===== config.mk =====
export PLATFORM = sky130hd
export DESIGN_NAME = slot_reel_ctrl
export DESIGN_NICKNAME = d
export VERILOG_FILES = /design/src/rtl/slot_pkg.sv /design/src/rtl/slot_tick_detect.sv /design/src/rtl/slot_reel_ctrl.sv
export SDC_FILE = /design/constraint.sdc
export NUM_CORES = 1
export LEC_CHECK = 0
export ABC_AREA = 1
export BUFFER_PORTS_ARGS = -buffer_cell sky130_fd_sc_hd__buf_2
export CAP_MARGIN = 40
export CORE_MARGIN = 2
export CORE_UTILIZATION = 35
export DETAILED_ROUTE_END_ITERATION = 7
export GPL_TIMING_DRIVEN = 0
export HOLD_SLACK_MARGIN = 0.15
export SLEW_MARGIN = 40
export SYNTH_ARGS = -nofsm -noshare
export SYNTH_HDL_FRONTEND = slang
export SYNTH_SLANG_ARGS = --single-unit

===== constraint.sdc =====
create_clock -name clk -period 3.4 [get_ports clk]
set_clock_uncertainty 0.1 [all_clocks]
set_input_delay 0.17 -clock clk [delete_from_list [all_inputs] [get_ports clk]]
set_output_delay 0.17 -clock clk [all_outputs]
set_load 0.02 [all_outputs]

===== src/rtl/slot_pkg.sv =====
// Shared types and constants for the three-reel slot controller.
package slot_pkg;

  typedef enum logic [2:0] {
    IDLE,
    SPIN,
    STOP1,
    STOP2,
    EVAL
  } state_t;

  localparam logic [1:0] WIN_NONE   = 2'd0;
  localparam logic [1:0] WIN_PAIR   = 2'd1;
  localparam logic [1:0] WIN_TRIPLE = 2'd2;

  localparam int unsigned REEL0_STEP = 1;
  localparam int unsigned REEL1_STEP = 3;
  localparam int unsigned REEL2_STEP = 5;

  // Advance a reel index by step modulo num_sym; cur is always < num_sym.
  function automatic int unsigned reel_next(input int unsigned cur, input int unsigned step,
                                            input int unsigned num_sym);
    int unsigned s;
    int unsigned t;
    s = step % num_sym;
    t = cur + s;
    if (t >= num_sym) t = t - num_sym;
    return t;
  endfunction

endpackage


===== src/rtl/slot_tick_detect.sv =====
// Rising-edge detector turning the slow sclk square wave into one-cycle game ticks.
// Build option SLOT_REEL_SYNC_EN adds a 2-flop synchronizer in front (tick latency 3 cycles
// instead of 1).
module slot_tick_detect (
  input  logic clk,
  input  logic reset,
  input  logic sclk,
  output logic tick
);

  logic sclk_in;
  logic sclk_r;
  logic sclk_prev;

`ifdef SLOT_REEL_SYNC_EN
  logic sync1;
  logic sync2;

  // Two-stage synchronizer for an sclk that is asynchronous to clk.
  always_ff @(posedge clk or posedge reset) begin
    if (reset) begin
      sync1 <= 1'b0;
      sync2 <= 1'b0;
    end else begin
      sync1 <= sclk;
      sync2 <= sync1;
    end
  end

  assign sclk_in = sync2;
`else
  assign sclk_in = sclk;
`endif

  // Registered sample plus one cycle of history for edge detection.
  always_ff @(posedge clk or posedge reset) begin
    if (reset) begin
      sclk_r    <= 1'b0;
      sclk_prev <= 1'b0;
    end else begin
      sclk_r    <= sclk_in;
      sclk_prev <= sclk_r;
    end
  end

  assign tick = sclk_r & ~sclk_prev;

endmodule


===== src/rtl/slot_reel_ctrl.sv =====
// Three-reel slot game sequencer: spins reels, stops one per sclk tick, scores the result and
// keeps a saturating credit balance. Build option SLOT_REEL_SYNC_EN selects a synchronized sclk.
module slot_reel_ctrl
  import slot_pkg::*;
#(
  parameter int unsigned NUM_SYM    = 8,
  parameter int unsigned SYM_W      = 4,
  parameter int unsigned CREDIT_W   = 8,
  parameter int unsigned PAIR_PAY   = 2,
  parameter int unsigned TRIPLE_PAY = 10,
  parameter int unsigned SPIN_TICKS = 1
) (
  input  logic                clk,
  input  logic                reset,
  input  logic                sclk,
  input  logic                coin,
  input  logic                start,
  output logic [SYM_W-1:0]    reel0,
  output logic [SYM_W-1:0]    reel1,
  output logic [SYM_W-1:0]    reel2,
  output logic                busy,
  output logic                done,
  output logic [1:0]          win,
  output logic [CREDIT_W-1:0] credits
);

  localparam int unsigned CNT_W = $clog2(SPIN_TICKS + 1);
  // Headroom so credit + coin + payout never wraps before saturation.
  localparam int unsigned SUM_W = CREDIT_W + 8;

  state_t              state_q, state_d;
  logic [CNT_W-1:0]    cnt_q, cnt_d;
  logic [SYM_W-1:0]    reel0_q, reel1_q, reel2_q;
  logic [SYM_W-1:0]    reel0_d, reel1_d, reel2_d;
  logic [1:0]          win_q, win_d;
  logic                done_q, done_d;
  logic [CREDIT_W-1:0] credits_q, credits_d;

  logic             tick;
  logic             adv0, adv1, adv2;
  logic             debit;
  logic [SUM_W-1:0] pay;
  logic [SUM_W-1:0] sum;
  logic [1:0]       win_eval;

  slot_tick_detect u_tick (
    .clk   (clk),
    .reset (reset),
    .sclk  (sclk),
    .tick  (tick)
  );

  // Score the frozen reels; two equal pairs imply a triple, so any single match is a pair.
  always_comb begin
    win_eval = WIN_NONE;
    if (reel0_q == reel1_q && reel1_q == reel2_q) begin
      win_eval = WIN_TRIPLE;
    end else if (reel0_q == reel1_q || reel1_q == reel2_q || reel0_q == reel2_q) begin
      win_eval = WIN_PAIR;
    end
  end

  // Game FSM: next state, which reels move this cycle, debit and payout.
  always_comb begin
    state_d = state_q;
    cnt_d   = cnt_q;
    win_d   = win_q;
    done_d  = 1'b0;
    debit   = 1'b0;
    pay     = '0;
    adv0    = 1'b0;
    adv1    = 1'b0;
    adv2    = 1'b0;
    unique case (state_q)
      IDLE: begin
        if (start && credits_q != '0) begin
          debit   = 1'b1;
          win_d   = WIN_NONE;
          cnt_d   = '0;
          state_d = SPIN;
        end
      end
      SPIN: begin
        adv0 = 1'b1;
        adv1 = 1'b1;
        adv2 = 1'b1;
        if (tick) begin
          cnt_d = cnt_q + CNT_W'(1);
          if (32'(cnt_q) + 32'd1 >= SPIN_TICKS) begin
            adv0    = 1'b0;
            state_d = STOP1;
          end
        end
      end
      STOP1: begin
        adv1 = 1'b1;
        adv2 = 1'b1;
        if (tick) begin
          adv1    = 1'b0;
          state_d = STOP2;
        end
      end
      STOP2: begin
        adv2 = 1'b1;
        if (tick) begin
          adv2    = 1'b0;
          state_d = EVAL;
        end
      end
      EVAL: begin
        win_d  = win_eval;
        done_d = 1'b1;
        if (win_eval == WIN_TRIPLE) pay = SUM_W'(TRIPLE_PAY);
        else if (win_eval == WIN_PAIR) pay = SUM_W'(PAIR_PAY);
        state_d = IDLE;
      end
      default: state_d = IDLE;
    endcase
  end

  // Reel stepping; a reel holds the value shown on the tick that freezes it.
  always_comb begin
    reel0_d = adv0 ? SYM_W'(reel_next(32'(reel0_q), REEL0_STEP, NUM_SYM)) : reel0_q;
    reel1_d = adv1 ? SYM_W'(reel_next(32'(reel1_q), REEL1_STEP, NUM_SYM)) : reel1_q;
    reel2_d = adv2 ? SYM_W'(reel_next(32'(reel2_q), REEL2_STEP, NUM_SYM)) : reel2_q;
  end

  // Credits: net of coin, debit and payout, then saturate; debit never underflows (credits > 0).
  always_comb begin
    sum = SUM_W'(credits_q) + SUM_W'(coin) + pay - SUM_W'(debit);
    if (sum > SUM_W'({CREDIT_W{1'b1}})) credits_d = {CREDIT_W{1'b1}};
    else credits_d = sum[CREDIT_W-1:0];
  end

  // State registers.
  always_ff @(posedge clk or posedge reset) begin
    if (reset) begin
      state_q   <= IDLE;
      cnt_q     <= '0;
      reel0_q   <= '0;
      reel1_q   <= '0;
      reel2_q   <= '0;
      win_q     <= WIN_NONE;
      done_q    <= 1'b0;
      credits_q <= '0;
    end else begin
      state_q   <= state_d;
      cnt_q     <= cnt_d;
      reel0_q   <= reel0_d;
      reel1_q   <= reel1_d;
      reel2_q   <= reel2_d;
      win_q     <= win_d;
      done_q    <= done_d;
      credits_q <= credits_d;
    end
  end

  assign reel0   = reel0_q;
  assign reel1   = reel1_q;
  assign reel2   = reel2_q;
  assign busy    = (state_q != IDLE);
  assign done    = done_q;
  assign win     = win_q;
  assign credits = credits_q;

endmodule


# Word level (Yosys, flattened, before mapping)
# Index checks and enable logic that the tools add are counted.
[totals]
register_bits = 29
input_bits = 5
output_inout_bits = 24
[classes]
add_sub_neg = 11
order_cmp = 5
eq_ne = 14
muxes = 29
bitwise_logic = 2
reduce_logical = 13
[ops]
columns = ["cell", "count"]
rows = [
  ["2-to-1 mux 4 bit", 5],
  ["adder 9 x 16 -> 16 bit", 1],
  ["greater-than comparator 16 x 8 -> 1 bit, second input constant", 1],
  ["subtractor 16 x 1 -> 16 bit", 1],
  ["greater-or-equal comparator 5 x 4 -> 1 bit, second input constant", 3],
  ["2-to-1 mux 3 bit", 5],
  ["== test 4 bit", 3],
  ["one-hot mux 3 bit (4 select lines)", 1],
  ["subtractor 4 bit, second input constant", 3],
  ["2-to-1 mux 1 bit", 10],
  ["!= test 2 bit, second input constant", 5],
  ["adder 8 x 1 -> 9 bit", 1],
  ["2-to-1 mux 8 bit", 1],
  ["nonzero test 8 bit", 1],
  ["== test 3 x 2 -> 1 bit, second input constant", 2],
  ["2-to-1 mux 2 bit", 3],
  ["one-hot mux 1 bit (2 select lines)", 3],
  ["adder 4 x 1 -> 5 bit, second input constant", 1],
  ["adder 4 x 2 -> 5 bit, second input constant", 1],
  ["adder 4 x 3 -> 5 bit, second input constant", 1],
  ["AND reduction 5 bit", 1],
  ["one-hot mux 2 bit (2 select lines)", 1],
  ["nonzero test 2 bit", 2],
  ["== test 3 x 1 -> 1 bit, second input constant", 1],
  ["15 further kinds", 17],
]

# Longest topological paths before layout
[logic_depth]
depth_word = 13
mapped_depth = 19
ltp_nobuf = 19

# Hierarchy
# A second synthesis with hierarchy kept.
[unflattened]
hier_cells = 267
hier_area_um2 = 1914.3
[modules_own_cells]
columns = ["mod", "instances", "cells_per_inst", "area_per_inst_um2"]
rows = [
  ["slot_reel_ctrl", 1, 262, 1850.5],
  ["slot_tick_detect", 1, 5, 63.8],
]

# Least setup slack after synthesis
# Ideal clock, no wire load.
[synth_path]
path_kind = "register to register"
from = "reg credits_q[7], in the netlist credits[7]"
to = "reg credits_q[2], in the netlist credits[2]"
arrival_time_ns = 2.561
path_slack_ns = 0.605
path_stages_with_launch = 20
n_path_buf = 0
path_cell_list = "dfrtp_1 -> inv_1 -> ha_1 -> nand4_1 -> nand2_1 -> inv_1 -> nand2_1 -> inv_1 -> ha_1 -> inv_1 -> ha_1 -> inv_1 -> fa_1 -> nand3b_1 -> nand2_1 -> nand2_1 -> nand2_1 -> nand2_1 -> nand2_1 -> nand3_1"
[synth_between]
elab_chain_cells = 7
[synth_rtl]
columns = ["item", "line_no", "source"]
rows = [
  ["start: declaration", "slot_reel_ctrl.sv:37", "logic [CREDIT_W-1:0] credits_q, credits_d;"],
  ["start signal: assignment", "slot_reel_ctrl.sv:154", "credits_q <= credits_d;"],
  ["parallel branches: the longest is 4 deep, another holds adder 9 x 16 -> 16 bit", "--", ""],
  ["subtractor 16 x 1 -> 16 bit *", "slot_reel_ctrl.sv:130", "sum = SUM_W'(credits_q) + SUM_W'(coin) + pay - SUM_W'(debit);"],
  ["greater-than comparator 16 x 8 -> 1 bit", "slot_reel_ctrl.sv:131", "if (sum > SUM_W'({CREDIT_W{1'b1}})) credits_d = {CREDIT_W{1'b1}};"],
  ["2-to-1 mux 8 bit *", "slot_reel_ctrl.sv:131", ""],
  ["named net credits_d[2]", "slot_reel_ctrl.sv:37", ""],
]
# Mark *: on every way through the listed nets, which the timed path passes.
# A chain may end at the register's enable or synchronous reset.

# Worst setup path after layout
# Same ends and word-level chain as after synthesis.

==> run summary <==
Vias: 1654
Core footprint: 0.005205 sq mm
Seq/Total Area, Yosys: 36.65%
Vias/cell: 4.470
Total GRT Usage: 14.19%
Final instance area: 0.002227 sq mm
Std cell rows: 26
Num CTS Buffers: 3
CP arrival: 3080 ps
Yosys Warn Count: 0
Most used cell, CP: nand2_1
Max_slew headroom: 61.12%
Mapped cell area: 0.001912 sq mm
Crit path max-delay family: simple AND/OR/NAND/NOR gates
Top Ports: 29
Detail Route Antenna Nets: 0
Hold Violations, Final: 0
Chip Width: 77.91 microns
Synth top area cells: dfrtp_1, nand2_1, ha_1, inv_1, nand3_1
Drt first pass iters: 4
Cell variety after synth: 22
Initial drt markers: 58
Total wire length: 3995 microns
DRC Markers: 0
Placed instance area: 0.002140 sq mm
Synthesized flop and latch total: 28
Worst-Margin Slew: 582.3 ps
CTS H-tree lvls: 1
DP HPWL: 3160 microns
CTS tree: yes
Nets: 326
Root Driver: clkbuf_8
Highest metal used: met4
PwrDens: 1002 mW/mm^2
Final setup viols: 0
Placer Congestion: 0.8090
CP cell instances: inv_1 -> ha_1 -> nand4_1 -> nand2_1 -> inv_1 -> nand2_1 -> inv_1 -> ha_1 -> inv_1 -> ha_1 -> inv_1 -> fa_1 -> nand3b_1 -> nand2_1 -> nand2_1 -> nand2_1 -> nand2_1 -> nand2_2 -> nand3_1
Clk sink count: 28
Layout cell share with drive strength beyond 1: 13.00%
Worst-path maximum fanout: 8
Max Slew Vio Count: 0
Total gr overflow: 0
Number of synthesized flops with an enable pin: 0
Filler cell count: 556
Initial antenna violation count: 0
Buf+Inv Stages, Crit Path: 5
Total die area: 0.006069 sq mm
M1 WL: 2080 microns
Worst Hold Class: input pin to register
Area leader, netlist: dfrtp_1
Top cell type's share of synthesized area: 36.65%
Critical Path Max Stage Delay: 410 ps
Leakage: 1.321 nW
Syn Nets: 290
Status: finished, final reports clean
Clock transition at the registers of the reported paths: 90 ps
Area grow syn2layout: 16.49%
Post-Syn Area per Cell: 7.214 sq um
Die Span Y: 77.91 microns
Pin count of the biggest net entering global routing: 29
I/O Buffers: 28
Wire per inst: 10.80 microns
CP Capture Type: register
Max Root-Sink Buffers: 2
Diode count: 0
Slowest cell on the critical path: dfrtp_1
Total power: 0.002232 W
Post-synth ARST share: 100.0%
Met3 WL: 192 microns
Post-CTS Setup Repair Bufs: 0
Most common cell in the netlist: nand2_1
RSZ-0062 raised after global routing: no
Crit path required time: 3440 ps
Met2 wire len: 1706 microns
Cells after Synth: 265
Post-synth top cells: nand2_1, inv_1, dfrtp_1, nand3_1, nor2_1
Startpoint Class: register
Setup tns final: 0 ps
Fin crit share: 89.28%
Global-route wire length before repair: 7003 microns
Min Tclk post-route: 3036 ps
Clk_lat worst skew: 270 ps
Starting density of the core: 36.73%
Max Fclk: 329.4 MHz
Worst Path Class, Setup: register to register
Max_cap viols: 0
Max VDD drop: 0.4015 mV
Number of global-route vias before repair: 1560
Top FF cell, synth: dfrtp_1
## report_power, final
part	total, W	switching, W	internal, W
logic	0.00141	0.000906	0.000508
registers	0.000614	0.000154	0.000461
clock network	0.000204	0.000100	0.000104
total	0.00223	0.00116	0.00107
## flip-flops by register name, indices dropped and copies added, names as in the netlist, 2 cells and up
| signal | flops |
|---|---|
| reel1 | 4 |
| win | 2 |
| reel0 | 4 |
| credits | 8 |
| state_q | 3 |
| reel2 | 4 |
## worst reg2reg max path: cells and delay by family, from the launching register on
kind                     cells  cell delay [ps]
AND/OR/NAND/NOR             10             1080
buffers and inverters        5              330
adder cells (fa/ha/maj)      4              990
flip-flops                   1              410
## cells by family (layout without fill, tap and decap cells)
family	Yosys count	after routing	synth area share, %
xor+xnor	9	9	4.123
fa+ha+maj	20	20	13.48
flops	28	28	36.65
simple gates	140	140	31.02
buf+inv	55	90	10.80
compound gates	13	13	3.927
## routing by layer
layer  GRT usage [%]  up-vias
li1                -      877
met5               0        -
met3           3.837        2
met1           20.26      745
met4           2.105        0
met2           21.98       30
## path summary, 6_finish.rpt
kind	startpoint	to	slack (ps)	cells after the start
setup / recovery	credits[7]$_DFF_PP0_	credits[2]$_DFF_PP0_	360	19
hold / removal	start	state_q[0]$_DFFE_PP0P_	200	5
setup reg to reg	credits[7]$_DFF_PP0_	credits[2]$_DFF_PP0_	360	19
hold reg to reg	u_tick.sclk_r$_DFF_PP0_	u_tick.sclk_prev$_DFF_PP0_	280	0
max in group asynchronous	reset	credits[1]$_DFF_PP0_	2420	3
min in group asynchronous	reset	reel1[3]$_DFFE_PP0P_	390	3
## final cells by class
class | instances | area [sq um] | share of cell area, %
multi-input combinational | 182 | 1007 | 45.22
timing repair buffer | 31 | 170.2 | 7.640
inverter | 55 | 206.4 | 9.270
clock buffer | 4 | 55.05 | 2.472
sequential | 28 | 700.7 | 31.46
tap | 70 | 87.58 | 3.933
## cells in the final DEF (no fill, tap or decap)
master,n
nand3_1,23
nand2_2,1
a21oi_1,6
clkbuf_8,4
nand2_1,84
o21ai_2,1
nor2_1,20
xor2_1,9
nand3b_1,1
dlygate4sd3_1,3
o21ai_1,1
dfrtp_1,28
nor2_4,1
ha_1,19
nor3_1,1
o21bai_1,1
nand3_2,1
buf_2,28
nand4_1,5
o211ai_1,1
inv_2,1
fa_1,1
inv_1,54
and2_1,1
nor2_2,2
o21ai_0,2
a31oi_1,1
## per-stage QoR
step	worst slack (ps)	hold slack, ps	std cells	utilization (%)
after CTS	285.1	195.7	370	42.74
final	364.4	202.8	370	42.79
after global routing	67.47	238.5	370	42.79
after floorplan	605.3	101.4	265	-
after global placement	327.2	177.4	363	41.11
after detailed placement	314.9	177.1	363	41.11
## what timing repair did
item	4_1_cts	5_1_grt
hold endpoints to repair	30	0
setup endpoints to repair	0	6
hold buffers	3	0
gates resized for setup	0	1
Power figures use the tool's default switching activity.
